$ cat config.mk
export PLATFORM = sky130hd
export DESIGN_NAME = game_sequencer
export DESIGN_NICKNAME = d
export VERILOG_FILES = /design/src/rtl/game_sequencer.sv
export SDC_FILE = /design/constraint.sdc
export NUM_CORES = 1
export LEC_CHECK = 0
export ABC_AREA = 1
export CORE_AREA = 2 2 94 96
export CTS_CLUSTER_DIAMETER = 120
export DETAILED_ROUTE_END_ITERATION = 8
export DIE_AREA = 0 0 96 98
export GPL_TIMING_DRIVEN = 0
export HOLD_SLACK_MARGIN = 0.05
export PLACE_DENSITY = 0.51
export SLEW_MARGIN = 10
export SYNTH_ARGS = -nofsm -noshare
export SYNTH_HDL_FRONTEND = slang
export SYNTH_SLANG_ARGS = --single-unit
$ cat constraint.sdc
create_clock -name clk -period 2.05 [get_ports clk]
set_clock_uncertainty 0.2 [all_clocks]
set_input_delay 0.41 -clock clk [delete_from_list [all_inputs] [get_ports clk]]
set_output_delay 0.41 -clock clk [all_outputs]
set_load 0.02 [all_outputs]
$ cat src/rtl/game_sequencer.sv
// Memory-game sequencer: grows a random 4-LED pattern one step per round, plays it back,
// then checks the player's button presses against it with a per-press timeout.
module game_sequencer #(
   parameter int LEN_MAX = 8,
   parameter int TIMEOUT = 10
) (
   input  logic       clk,
   input  logic       rst,
   input  logic       blink_tick,
   input  logic       read_tick,
   input  logic       start,
   input  logic [3:0] btn,
   input  logic [1:0] rnd,
   output logic [3:0] led,
   output logic       busy,
   output logic       win,
   output logic       lose,
   output logic [3:0] level
);

   localparam int IW = (LEN_MAX > 1) ? $clog2(LEN_MAX) : 1;
   localparam int TW = $clog2(TIMEOUT + 1);
   localparam logic [3:0]    LEVEL_MAX = 4'(LEN_MAX);
   localparam logic [TW-1:0] TO_LIMIT  = TW'(TIMEOUT);

   typedef enum logic [2:0] {
      IDLE, GEN, SHOW_ON, SHOW_OFF, INPUT, WIN, LOSE
   } stateType;

   stateType       stateReg, stateNext;
   logic [3:0]     levelReg, levelNext;
   logic [3:0]     idxReg, idxNext;
   logic [TW-1:0]  toReg, toNext;
   logic [3:0]     prevReg, prevNext;
   logic           flagReg, flagNext;
   logic [1:0]     patternReg [LEN_MAX];
   logic [1:0]     patternNext [LEN_MAX];

   logic           lastIdx;
   logic [3:0]     expected;
   logic [TW-1:0]  toInc;

   function automatic logic [3:0] onehot(input logic [1:0] v);
      return 4'b0001 << v;
   endfunction

   always_ff @(posedge clk or negedge rst) begin
      if (!rst) begin
         stateReg <= IDLE;
         levelReg <= '0;
         idxReg   <= '0;
         toReg    <= '0;
         prevReg  <= '0;
         flagReg  <= 1'b0;
         for (int i = 0; i < LEN_MAX; i++) patternReg[i] <= '0;
      end else begin
         stateReg <= stateNext;
         levelReg <= levelNext;
         idxReg   <= idxNext;
         toReg    <= toNext;
         prevReg  <= prevNext;
         flagReg  <= flagNext;
         for (int i = 0; i < LEN_MAX; i++) patternReg[i] <= patternNext[i];
      end
   end

   assign lastIdx  = (idxReg == levelReg - 4'd1);
   assign expected = onehot(patternReg[IW'(idxReg)]);
   assign toInc    = toReg + 1'b1;

   always_comb begin
      stateNext = stateReg;
      levelNext = levelReg;
      idxNext   = idxReg;
      toNext    = toReg;
      prevNext  = prevReg;
      flagNext  = flagReg;
      for (int i = 0; i < LEN_MAX; i++) patternNext[i] = patternReg[i];

      case (stateReg)
         IDLE, WIN, LOSE: begin
            if (blink_tick && stateReg != IDLE) flagNext = ~flagReg;
            if (start) begin
               levelNext = 4'd1;
               flagNext  = 1'b0;
               stateNext = GEN;
               for (int i = 0; i < LEN_MAX; i++) patternNext[i] = '0;
            end
         end
         GEN: begin
            patternNext[IW'(levelReg - 4'd1)] = rnd;
            idxNext   = '0;
            stateNext = SHOW_ON;
         end
         SHOW_ON: begin
            if (blink_tick) stateNext = SHOW_OFF;
         end
         SHOW_OFF: begin
            if (blink_tick) begin
               if (lastIdx) begin
                  idxNext   = '0;
                  toNext    = '0;
                  stateNext = INPUT;
               end else begin
                  idxNext   = idxReg + 4'd1;
                  stateNext = SHOW_ON;
               end
            end
         end
         INPUT: begin
            // A read_tick swallows any coincident blink_tick so timeout never races a press.
            if (read_tick) begin
               prevNext = btn;
               if (btn != 4'b0000 && prevReg == 4'b0000) begin
                  if (btn != expected) begin
                     stateNext = LOSE;
                  end else if (!lastIdx) begin
                     idxNext = idxReg + 4'd1;
                     toNext  = '0;
                  end else if (levelReg == LEVEL_MAX) begin
                     stateNext = WIN;
                  end else begin
                     levelNext = levelReg + 4'd1;
                     stateNext = GEN;
                  end
               end
            end else if (blink_tick) begin
               if (toInc == TO_LIMIT) stateNext = LOSE;
               else toNext = toInc;
            end
         end
         default: stateNext = IDLE;
      endcase
   end

   always_comb begin
      led  = 4'b0000;
      busy = 1'b0;
      win  = 1'b0;
      lose = 1'b0;
      case (stateReg)
         GEN:      busy = 1'b1;
         SHOW_ON:  begin busy = 1'b1; led = expected; end
         SHOW_OFF: busy = 1'b1;
         INPUT:    begin busy = 1'b1; led = prevReg; end
         WIN:      begin win = 1'b1; led = flagReg ? 4'b1111 : 4'b0000; end
         LOSE:     begin lose = 1'b1; led = flagReg ? 4'b1001 : 4'b0000; end
         default:  ;
      endcase
   end

   assign level = levelReg;

endmodule

==> impl_metrics.toml <==
[final_layout]
drive_gt1_frac = 0.2801
final_cell_mix = "nand2_1, inv_1, dfrtp_1"
final_nets = 422
stdcell_area_um2 = 3357
final_common_cell = "nand2_1"
diodes = 0
n_fill_cell = 904
area_growth_pct = 35.78
finish.utilization = 0.3965

[global_routing]
grt_max_degree = 20
antenna_found_initial = 0
track_usage = 0.1550
globalRouteOverflowTotal = 0
grt_pass1_vias = 2486
grt_pass1_wl_mm = 11.80

[min_path]
hold_start = "toReg[3]"
hp-class = "reg2reg"

[sta]
setup_violations = 19
fin_crit_sh = 1.141
min_period_ns = 2.339
holdWs_ns = 0.3049
rsz0062_at_grt = "yes"
worst-slew-pin-transition_ns = 0.4807
hold_violations = 0
max_slew_margin = 0.6795
fmax_mhz = 427.5
drv_slew = 0
setup_slack_ns = -0.2894

[synth]
yosysUniqueCellTypes = 33
yosysWarnings = 0
synthSimpleGateAreaFrac = 0.3593
synthAdderAreaFrac = 0.02530
synthCells = 355
synth_nets = 371
synth_seq_cells = 36
async_flop_share = 1.000
synth_xor_area_frac = 0.02480
synth.area.mux_share = 0
synth_seq_area_share = 0.3644
syn-cell-area_um2 = 2472
avgSynthCellArea_um2 = 6.964
synth_edf_count = 0
synth_flop_cell = "dfrtp_1"
synth_top_family_by_area = "simple AND/OR/NAND/NOR gates"
synth_compound_area_frac = 0.1240

[clock_network]
htreeDepth = 2
clkLatencyLatePin_ns = 0.30
clock_sinks = 36
tritoncts = "yes"
clk_path_buf_depth = 2
root_buffer = "clkbuf_8"
cts.clk_slew.worst_paths_ns = 0.08
cts_buffers = 5

[floorplanning]
start_util = 0.2920
io_pins = 22
rows = 34
die_h_um = 98
die_w_um = 96
core_um2 = 8466
dieArea_um2 = 9408

[critical_path]
critPathArrivalTime_ns = 1.73
crit_required_ns = 1.44
crit_path_cell_trace = "buf_8, nand2_2, nand3_2, nand2_1, nand2_1, nand2_2, nand2_2, o221ai_2, buf_4"
critical-path-top-delay-family = "flip-flops"
end_kind = "output port"
cp-start-kind = "flop"
crit_fanout = 8
r2r_start = "idxReg[0]"
slowest_delay_ns = 0.46
crit_top_cell = "nand2_2"
critPathBufInv = 2
cp-startpoint = "idxReg[0]"
slowest_stage = "dfrtp_2"
criticalPathCategory = "reg2out"

[place]
gp_congestion = 0.8352
placed_area_um2 = 2879
numPortBuffers = 21
dp_hpwl_mm = 4.872

[routing]
vias_per_cell = 4.790
wl_per_cell_um = 13.25
dr.pass1.iters = 4
wl_mm = 6.825
drc = 0
drt_iter0_markers = 75
vias = 2467
ant_nets = 0

[power]
leakagePower_uw = 0.001649
ir_drop_mv = 0.6892
fin_total_pwr_uw = 4884
powerDensity_nw_per_um2 = 1455

[outcome]
status = "finished, violations left"
failed_checks = "negative setup slack"

[flow_run]
maxCapViolCount = 0
## worst reg2reg max path: stages, from the launching register on
cell and delay, ns:
dfrtp_2 0.46, buf_8 0.17, nand2_4 0.07, nand3_2 0.07
nand2_1 0.07, nand2_1 0.06, nand2_2 0.12, nand2_2 0.08
nand2_1 0.06, nand2_1 0.08, nor2_4 0.18, nand2_4 0.09
o21ai_4 0.22, nand2_2 0.11, nand2_1 0.07, nand2_1 0.04
## logic make-up after synthesis
logic type / count (synthesis)
AND/OR/NAND/NOR: 197
buffers and inverters: 64
AO/OA/AOI/OAI: 46
flip-flops: 36
XOR/XNOR: 7
adder cells (fa/ha/maj): 5
## state kept, by name (all words and copies together) (netlist names)
| signal | cells |
|---|---|
| flagReg | 1 |
| idxReg | 4 |
| level | 4 |
| patternReg | 16 |
| prevReg | 4 |
| stateReg | 3 |
| toReg | 4 |
## Yosys cell counts, types with 4 or more instances
library cell	n	area, um2
a21oi_1	9	45.04
buf_2	4	20.02
dfrtp_1	36	900.9
ha_1	5	62.56
inv_1	49	183.9
inv_2	8	30.03
nand2_1	114	427.9
nand2_2	9	56.30
nand3_1	34	170.2
nand4_1	12	75.07
nor2_1	18	67.56
o21ai_0	7	35.03
o221ai_1	4	35.03
o22ai_1	16	100.1
xnor2_1	4	35.03
## per-stage QoR
step                setup WS (ns)  setup TNS (ns)  instances
floorplan                 -0.1608         -0.9758        355
global placement          -0.6690          -29.16        484
detailed placement        -0.5045          -9.326        485
CTS                       -0.2752          -3.205        509
global route              -0.4178          -6.680        515
finish                    -0.2894          -3.631        515
## area by class of cell
cell class / count / area, um2 / area share
clock inverters: 2 / 12.51 / 0.003727
repair buffers: 43 / 384.1 / 0.1144
plain buffers: 7 / 58.81 / 0.01752
clock buffers: 6 / 72.57 / 0.02162
multi-input cells: 256 / 1554 / 0.4629
flip-flops and latches: 36 / 905.9 / 0.2698
inverters: 57 / 234.0 / 0.06970
well taps: 108 / 135.1 / 0.04025
## worst paths after layout
kind	depth (start not counted)	to	slack, ns
hold / removal	2	toReg[3]	0.30
hold reg to reg	2	toReg[3]	0.30
min in group asynchronous	2	idxReg[3]	0.41
setup / recovery	9	led[1]	-0.29
max in group asynchronous	3	prevReg[0]	0.77
setup reg to reg	15	toReg[1]	-0.21
## per-layer routing
layer,global-route usage,vias to the layer above,share of wire
met4,0.03297,0,0.0078
met3,0.02392,6,0.023
met1,0.2165,1165,0.48
met2,0.2516,31,0.49
li1,-,1265,-
met5,0,-,0
## report_power, final
group | internal (uW) | leakage, uW | switching [uW] | total (uW)
clock network | 238 | 0.0000412 | 286 | 524
logic | 1250 | 0.00113 | 1970 | 3220
registers | 983 | 0.000474 | 157 | 1140
## what timing repair did
| item | 4_1_cts | 5_1_grt |
|---|---|---|
| hold buffers | 1 | 0 |
| setup endpoints to repair | 39 | 37 |
| endpoints found under the hold margin | 17 | 0 |
| gates resized for setup | 76 | 24 |
| cloned | 1 | 0 |
| setup buffers | 14 | 6 |
| pin swaps | 18 | 21 |
(Power assumes the default switching activity.)
